--- src/rtl/bcd_pkg.sv ---
// Shared types and constants for the binary-to-BCD display conversion path.
package bcd_pkg;

   typedef enum logic [1:0] {
      IDLE  = 2'd0,
      SHIFT = 2'd1,
      DONE  = 2'd2
   } state_t;

   localparam int          MAX_VALUE = 9999;
   localparam logic [15:0] SAT_BCD   = 16'h9999;

endpackage

--- src/rtl/dabble_nibble.sv ---
// One BCD digit correction step: adds 3 when the digit is 5 or more so the
// following left shift carries correctly into the next decimal digit.
module dabble_nibble (
   input  logic [3:0] din,
   output logic [3:0] dout
);

   assign dout = (din >= 4'd5) ? din + 4'd3 : din;

endmodule

--- src/rtl/bin_to_bcd_converter.sv ---
// Sequential double-dabble converter: one input bit per clock, result loaded on
// entry to DONE, saturating to all-nines when the value exceeds MAX_VALUE.
module bin_to_bcd_converter #(
   parameter int NUM_BITS   = 16,
   parameter int NUM_DIGITS = 4,
   parameter int MAX_VALUE  = bcd_pkg::MAX_VALUE
) (
   input  logic                    clock,
   input  logic                    reset,
   input  logic                    start,
   input  logic [NUM_BITS-1:0]     iBinary,
   output logic [4*NUM_DIGITS-1:0] oBCD,
   output logic                    oBusy,
   output logic                    oDone,
   output logic                    oOverflow
);

   import bcd_pkg::*;

   localparam int BCD_W = 4 * NUM_DIGITS;
   localparam int SCR_W = BCD_W + NUM_BITS;
   localparam int CNT_W = (NUM_BITS > 1) ? $clog2(NUM_BITS) : 1;
   localparam logic [CNT_W-1:0]    LAST_COUNT = CNT_W'(NUM_BITS - 1);
   localparam logic [NUM_BITS-1:0] MAX_BIN    = NUM_BITS'(MAX_VALUE);
   localparam logic [BCD_W-1:0]    SAT_VALUE  = {NUM_DIGITS{4'h9}};

   state_t            state_reg;
   logic [CNT_W-1:0]  count_reg;
   logic [SCR_W-1:0]  scratch_reg;
   logic              sat_reg;

   logic [BCD_W-1:0]  adjusted;
   logic [SCR_W-1:0]  shifted;
   logic              accept;

   genvar gi;
   generate
      for (gi = 0; gi < NUM_DIGITS; gi++) begin : g_digit
         dabble_nibble u_nibble (
            .din  (scratch_reg[NUM_BITS + 4*gi +: 4]),
            .dout (adjusted[4*gi +: 4])
         );
      end
   endgenerate

   // Correct every digit first, then shift the whole scratch (digits + binary) left.
   assign shifted = {adjusted, scratch_reg[NUM_BITS-1:0]} << 1;
   assign accept  = start && (state_reg != SHIFT);

   always_ff @(posedge clock or negedge reset) begin
      if (!reset) begin
         state_reg   <= IDLE;
         count_reg   <= '0;
         scratch_reg <= '0;
         sat_reg     <= 1'b0;
         oBCD        <= '0;
         oBusy       <= 1'b0;
         oDone       <= 1'b0;
         oOverflow   <= 1'b0;
      end else begin
         oDone <= 1'b0;
         case (state_reg)
            IDLE, DONE: begin
               if (accept) begin
                  scratch_reg <= {{BCD_W{1'b0}}, iBinary};
                  count_reg   <= '0;
                  sat_reg     <= (iBinary > MAX_BIN);
                  state_reg   <= SHIFT;
                  oBusy       <= 1'b1;
               end else begin
                  state_reg   <= IDLE;
               end
            end
            SHIFT: begin
               scratch_reg <= shifted;
               count_reg   <= count_reg + 1'b1;
               if (count_reg == LAST_COUNT) begin
                  state_reg <= DONE;
                  oBusy     <= 1'b0;
                  oDone     <= 1'b1;
                  oBCD      <= sat_reg ? SAT_VALUE : shifted[SCR_W-1 -: BCD_W];
                  oOverflow <= sat_reg;
               end
            end
            default: begin
               state_reg <= IDLE;
               oBusy     <= 1'b0;
            end
         endcase
      end
   end

endmodule

--- config.mk ---
export PLATFORM = sky130hd
export DESIGN_NAME = bin_to_bcd_converter
export DESIGN_NICKNAME = d
export VERILOG_FILES = /design/src/rtl/bcd_pkg.sv /design/src/rtl/dabble_nibble.sv /design/src/rtl/bin_to_bcd_converter.sv
export SDC_FILE = /design/constraint.sdc
export NUM_CORES = 1
export LEC_CHECK = 0
export BUFFER_PORTS_ARGS = -buffer_cell sky130_fd_sc_hd__clkbuf_2
export CORE_MARGIN = 2
export CORE_UTILIZATION = 40
export DETAILED_ROUTE_END_ITERATION = 12
export PLACE_DENSITY = 0.58
export SETUP_SLACK_MARGIN = 0.02
export SLEW_MARGIN = 20
export SYNTH_ARGS = -nofsm -noshare
export SYNTH_HDL_FRONTEND = slang
export SYNTH_SLANG_ARGS = --single-unit
--- constraint.sdc ---
create_clock -name clock -period 2 [get_ports clock]
set_clock_uncertainty 0.15 [all_clocks]
set_input_delay 0.2 -clock clock [delete_from_list [all_inputs] [get_ports clock]]
set_output_delay 0.2 -clock clock [all_outputs]
set_load 0.02 [all_outputs]
==> flow_summary.toml <==
[drt]
num_vias = 2078
vias_per_cell = 5.30
antenna_left = 0
avgRoutedWirePerCell_um = 14.8
drc_errors = 0
dr.pass1.iters = 4
dr.first_iter.drc_count = 66
totalWireLength_um = 5810

[hold_path]
hp-class = "in2reg"
holdPathStages = 3
holdPathEnd = "scratch_reg[15]$_DFFE_PN0P_"
min_from = "iBinary[15]"

[power_and_ir_drop]
p_switching_mw = 2.27
power.leakage_nw = 1.55
p_clk_frac = 0.229
netSwitchingFraction = 0.381
p_per_area_nw_per_um2 = 1760
ir_drop_mv = 0.822
sequentialPowerShare = 0.362
p_int_mw = 3.69
combPwrFrac = 0.409

[timing]
fin_crit_sh = 0.922
tightest_slew_ns = 0.570
rsz0062_at_grt = "false"
fmax_mhz = 542
fin_setup_tns_ns = 0
slew_headroom = 0.619
setup_viol = 0
hold_viol = 0
drv_slew = 0
timing.hold.ws_ns = 0.0104
final_period_minus_worst_setup_slack_ns = 1.84

[cells_and_area]
finalNetCount = 338
largest_reg_flops = 32
multi_input_area_sq_um = 1090
seq_area_sq_um = 1450
antenna_cells = 0
syn_to_final_growth_pct = 27.6
fillCellCount = 590
drive_gt1_frac = 0.225
finalInstanceArea_sq_um = 3380

[global_routing]
antenna_found_initial = 0
track_usage = 0.181
grt_pass1_wl_um = 10300
overflow = 0
grt_pass1_vias = 2154
grt_max_degree = 43

[critical_path]
r2r_start = "scratch_reg[16]$_DFFE_PN0P_"
slowest_delay_ns = 0.42
end_kind = "register"
path_class = "reg2reg"
crit_fanout = 5
crit_buf_inv = 1
critPathSlowestCell = "dfrtp_1"
arrival_ns = 1.95
path_delay_family = "flip-flops"
worst_r2r_path_depth = 6
reg2reg_setup_slack_ns = 0.16
required_ns = 2.10
r2r-end = "oBCD[2]$_DFFE_PN0P_"
crit_path_cell_trace = "inv_1, ha_2, nand2b_1, a21oi_1, mux2_2, o31ai_2"
cp-start-kind = "register"

[logic_synthesis]
synth_fp_nets = 279
synth_cell_types = 32
synth_cells = 251
yosys_warnings = 0
synth.avg_cell_area_sq_um = 10.5
seq_area_frac_synth = 0.548
synth-seq-cells = 58
syn_area_sq_um = 2650

[floorplanning]
core_area_sq_um = 6390
die_h_um = 85.3
io_pins = 38
start_util = 0.414
die_area_sq_um = 7280
fp-row-count = 29
die_width_um = 85.3

[clocking]
cts_tree = "yes"
clk_latency_ns = 0.34
cts_setup_buffers = 0
cts_max_level = 3
root_buffer = "clkbuf_8"
numCtsBuffers = 9
clockBufferDepth = 2
cts_num_sinks = 58
path_clk_slew_ns = 0.06

[run_status]
outcome = "finished, final reports clean"

[place]
placement.cell_area_sq_um = 2960
dp_hpwl_um = 3780
gp_congestion = 0.828
portBuffers = 37

[run]
max_cap_violations = 0
-- per-stage QoR --
stage | instances | power [mW] | utilization | worst slack (ns)
global route | 392 | 6.45 | 0.529 | 0.0442
floorplan | 251 | 3.87 | - | 0.261
global placement | 360 | 4.53 | 0.463 | 0.132
CTS | 392 | 6.00 | 0.527 | 0.101
detailed placement | 360 | 4.60 | 0.463 | 0.121
finish | 392 | 5.95 | 0.529 | 0.155
-- worst register-to-register path, stage by stage (launching register included) --
cell      delay, ns
dfrtp_1        0.42
inv_1          0.10
ha_2           0.24
nand2b_1       0.08
a21oi_1        0.22
mux2_2         0.39
o31ai_2        0.17
-- cells in the final DEF (no fill, tap or decap), types with 2 or more instances in the layout --
cell	synthesis	final
clkbuf_2	0	37
inv_1	9	9
o21ai_0	12	12
or4_1	2	2
bufinv_16	0	3
xnor2_1	4	4
a32o_1	4	4
buf_12	0	3
dlygate4sd3_1	0	16
nor3_1	2	2
dfrtp_1	58	58
a2111oi_2	4	4
nand2b_1	6	6
buf_4	0	5
nor2_1	45	44
nand2_1	13	13
nand4_1	2	2
a21oi_1	10	10
mux2i_1	3	3
clkinv_2	0	2
a22o_1	16	16
nand3_1	2	2
o22ai_1	17	17
o31ai_1	4	4
nor3b_1	7	7
nor2b_1	2	2
clkbuf_8	0	11
ha_1	9	8
-- cell type report --
type | instances | area share
clock buffers | 11 | 0.0448
clock inverters | 5 | 0.0297
inverters | 10 | 0.0122
multi-input cells | 170 | 0.324
flip-flops and latches | 58 | 0.430
well taps | 77 | 0.0285
repair buffers | 61 | 0.131
-- per-layer routing --
metal  part of all wire  up-vias  global-route usage
li1                   -     1018                   -
met1               0.45     1001               0.231
met2               0.48       50               0.292
met3              0.054        9              0.0584
met4              0.016        0              0.0606
met5                  0        -                   0
-- cells by family (layout without fill, tap and decap cells) --
family                   Yosys count  count (layout)  share of synthesized area
XOR/XNOR                           4               4                     0.0132
AND/OR/NAND/NOR                   84              84                      0.148
multiplexers                       4               4                     0.0156
flip-flops                        58              58                      0.548
buffers and inverters             23              87                     0.0407
AO/OA/AOI/OAI                     69              69                      0.191
adder cells (fa/ha/maj)            9               9                     0.0426
-- synth_stat cells --
| master | n | area share |
|---|---|---|
| clkbuf_1 | 5 | 0.0071 |
| buf_2 | 5 | 0.0095 |
| or2_1 | 1 | 0.0024 |
| a21oi_1 | 10 | 0.019 |
| a2111oi_2 | 4 | 0.023 |
| nor2_4 | 1 | 0.0043 |
| mux2_2 | 1 | 0.0043 |
| o31ai_1 | 4 | 0.011 |
| or4_1 | 2 | 0.0057 |
| nor3b_1 | 7 | 0.020 |
| a22o_1 | 16 | 0.053 |
| o22ai_1 | 17 | 0.040 |
| nand2b_1 | 6 | 0.014 |
| ha_1 | 9 | 0.043 |
| buf_6 | 2 | 0.0085 |
| clkinv_1 | 1 | 0.0014 |
| nand3b_1 | 1 | 0.0028 |
| nor2_1 | 45 | 0.064 |
| a31oi_1 | 1 | 0.0024 |
| nor2b_1 | 2 | 0.0047 |
| nand2_1 | 13 | 0.018 |
| nand3_1 | 2 | 0.0038 |
| o31ai_2 | 1 | 0.0047 |
| nand4_1 | 2 | 0.0047 |
| buf_1 | 1 | 0.0014 |
| nor3_1 | 2 | 0.0038 |
| inv_1 | 9 | 0.013 |
| xnor2_1 | 4 | 0.013 |
| a32o_1 | 4 | 0.015 |
| mux2i_1 | 3 | 0.011 |
| o21ai_0 | 12 | 0.023 |
| dfrtp_1 | 58 | 0.55 |
-- worst max-delay path by stage --
stage,start,to,slack (ns),cells past startpoint
4_1_cts,scratch_reg[16]$_DFFE_PN0P_,oBCD[2]$_DFFE_PN0P_,0.10,6
3_3_place_gp,scratch_reg[16]$_DFFE_PN0P_,oBCD[2]$_DFFE_PN0P_,0.13,6
5_1_grt,scratch_reg[25]$_DFFE_PN0P_,oBCD[10]$_DFFE_PN0P_,0.04,6
6_report,scratch_reg[16]$_DFFE_PN0P_,oBCD[2]$_DFFE_PN0P_,0.16,6
3_5_place_dp,scratch_reg[16]$_DFFE_PN0P_,oBCD[2]$_DFFE_PN0P_,0.12,6
2_1_floorplan,scratch_reg[16]$_DFFE_PN0P_,oBCD[2]$_DFFE_PN0P_,0.26,6
-- power by group through the flow --
stage | registers, mW | logic [mW] | clock network [mW]
final | 2.16 | 2.43 | 1.36
after global routing | 2.25 | 2.77 | 1.44
after global placement | 2.17 | 2.36 | 0
after detailed placement | 2.18 | 2.42 | 0
after CTS | 2.16 | 2.45 | 1.40
after floorplan | 2.24 | 1.63 | 0
-- timing repair --
action                                  CTS  global route
hold endpoints to repair                 32             0
hold buffers                             16             0
gates resized for setup                   0             3
endpoints found under the setup margin    0             6
(Power assumes the default switching activity.)
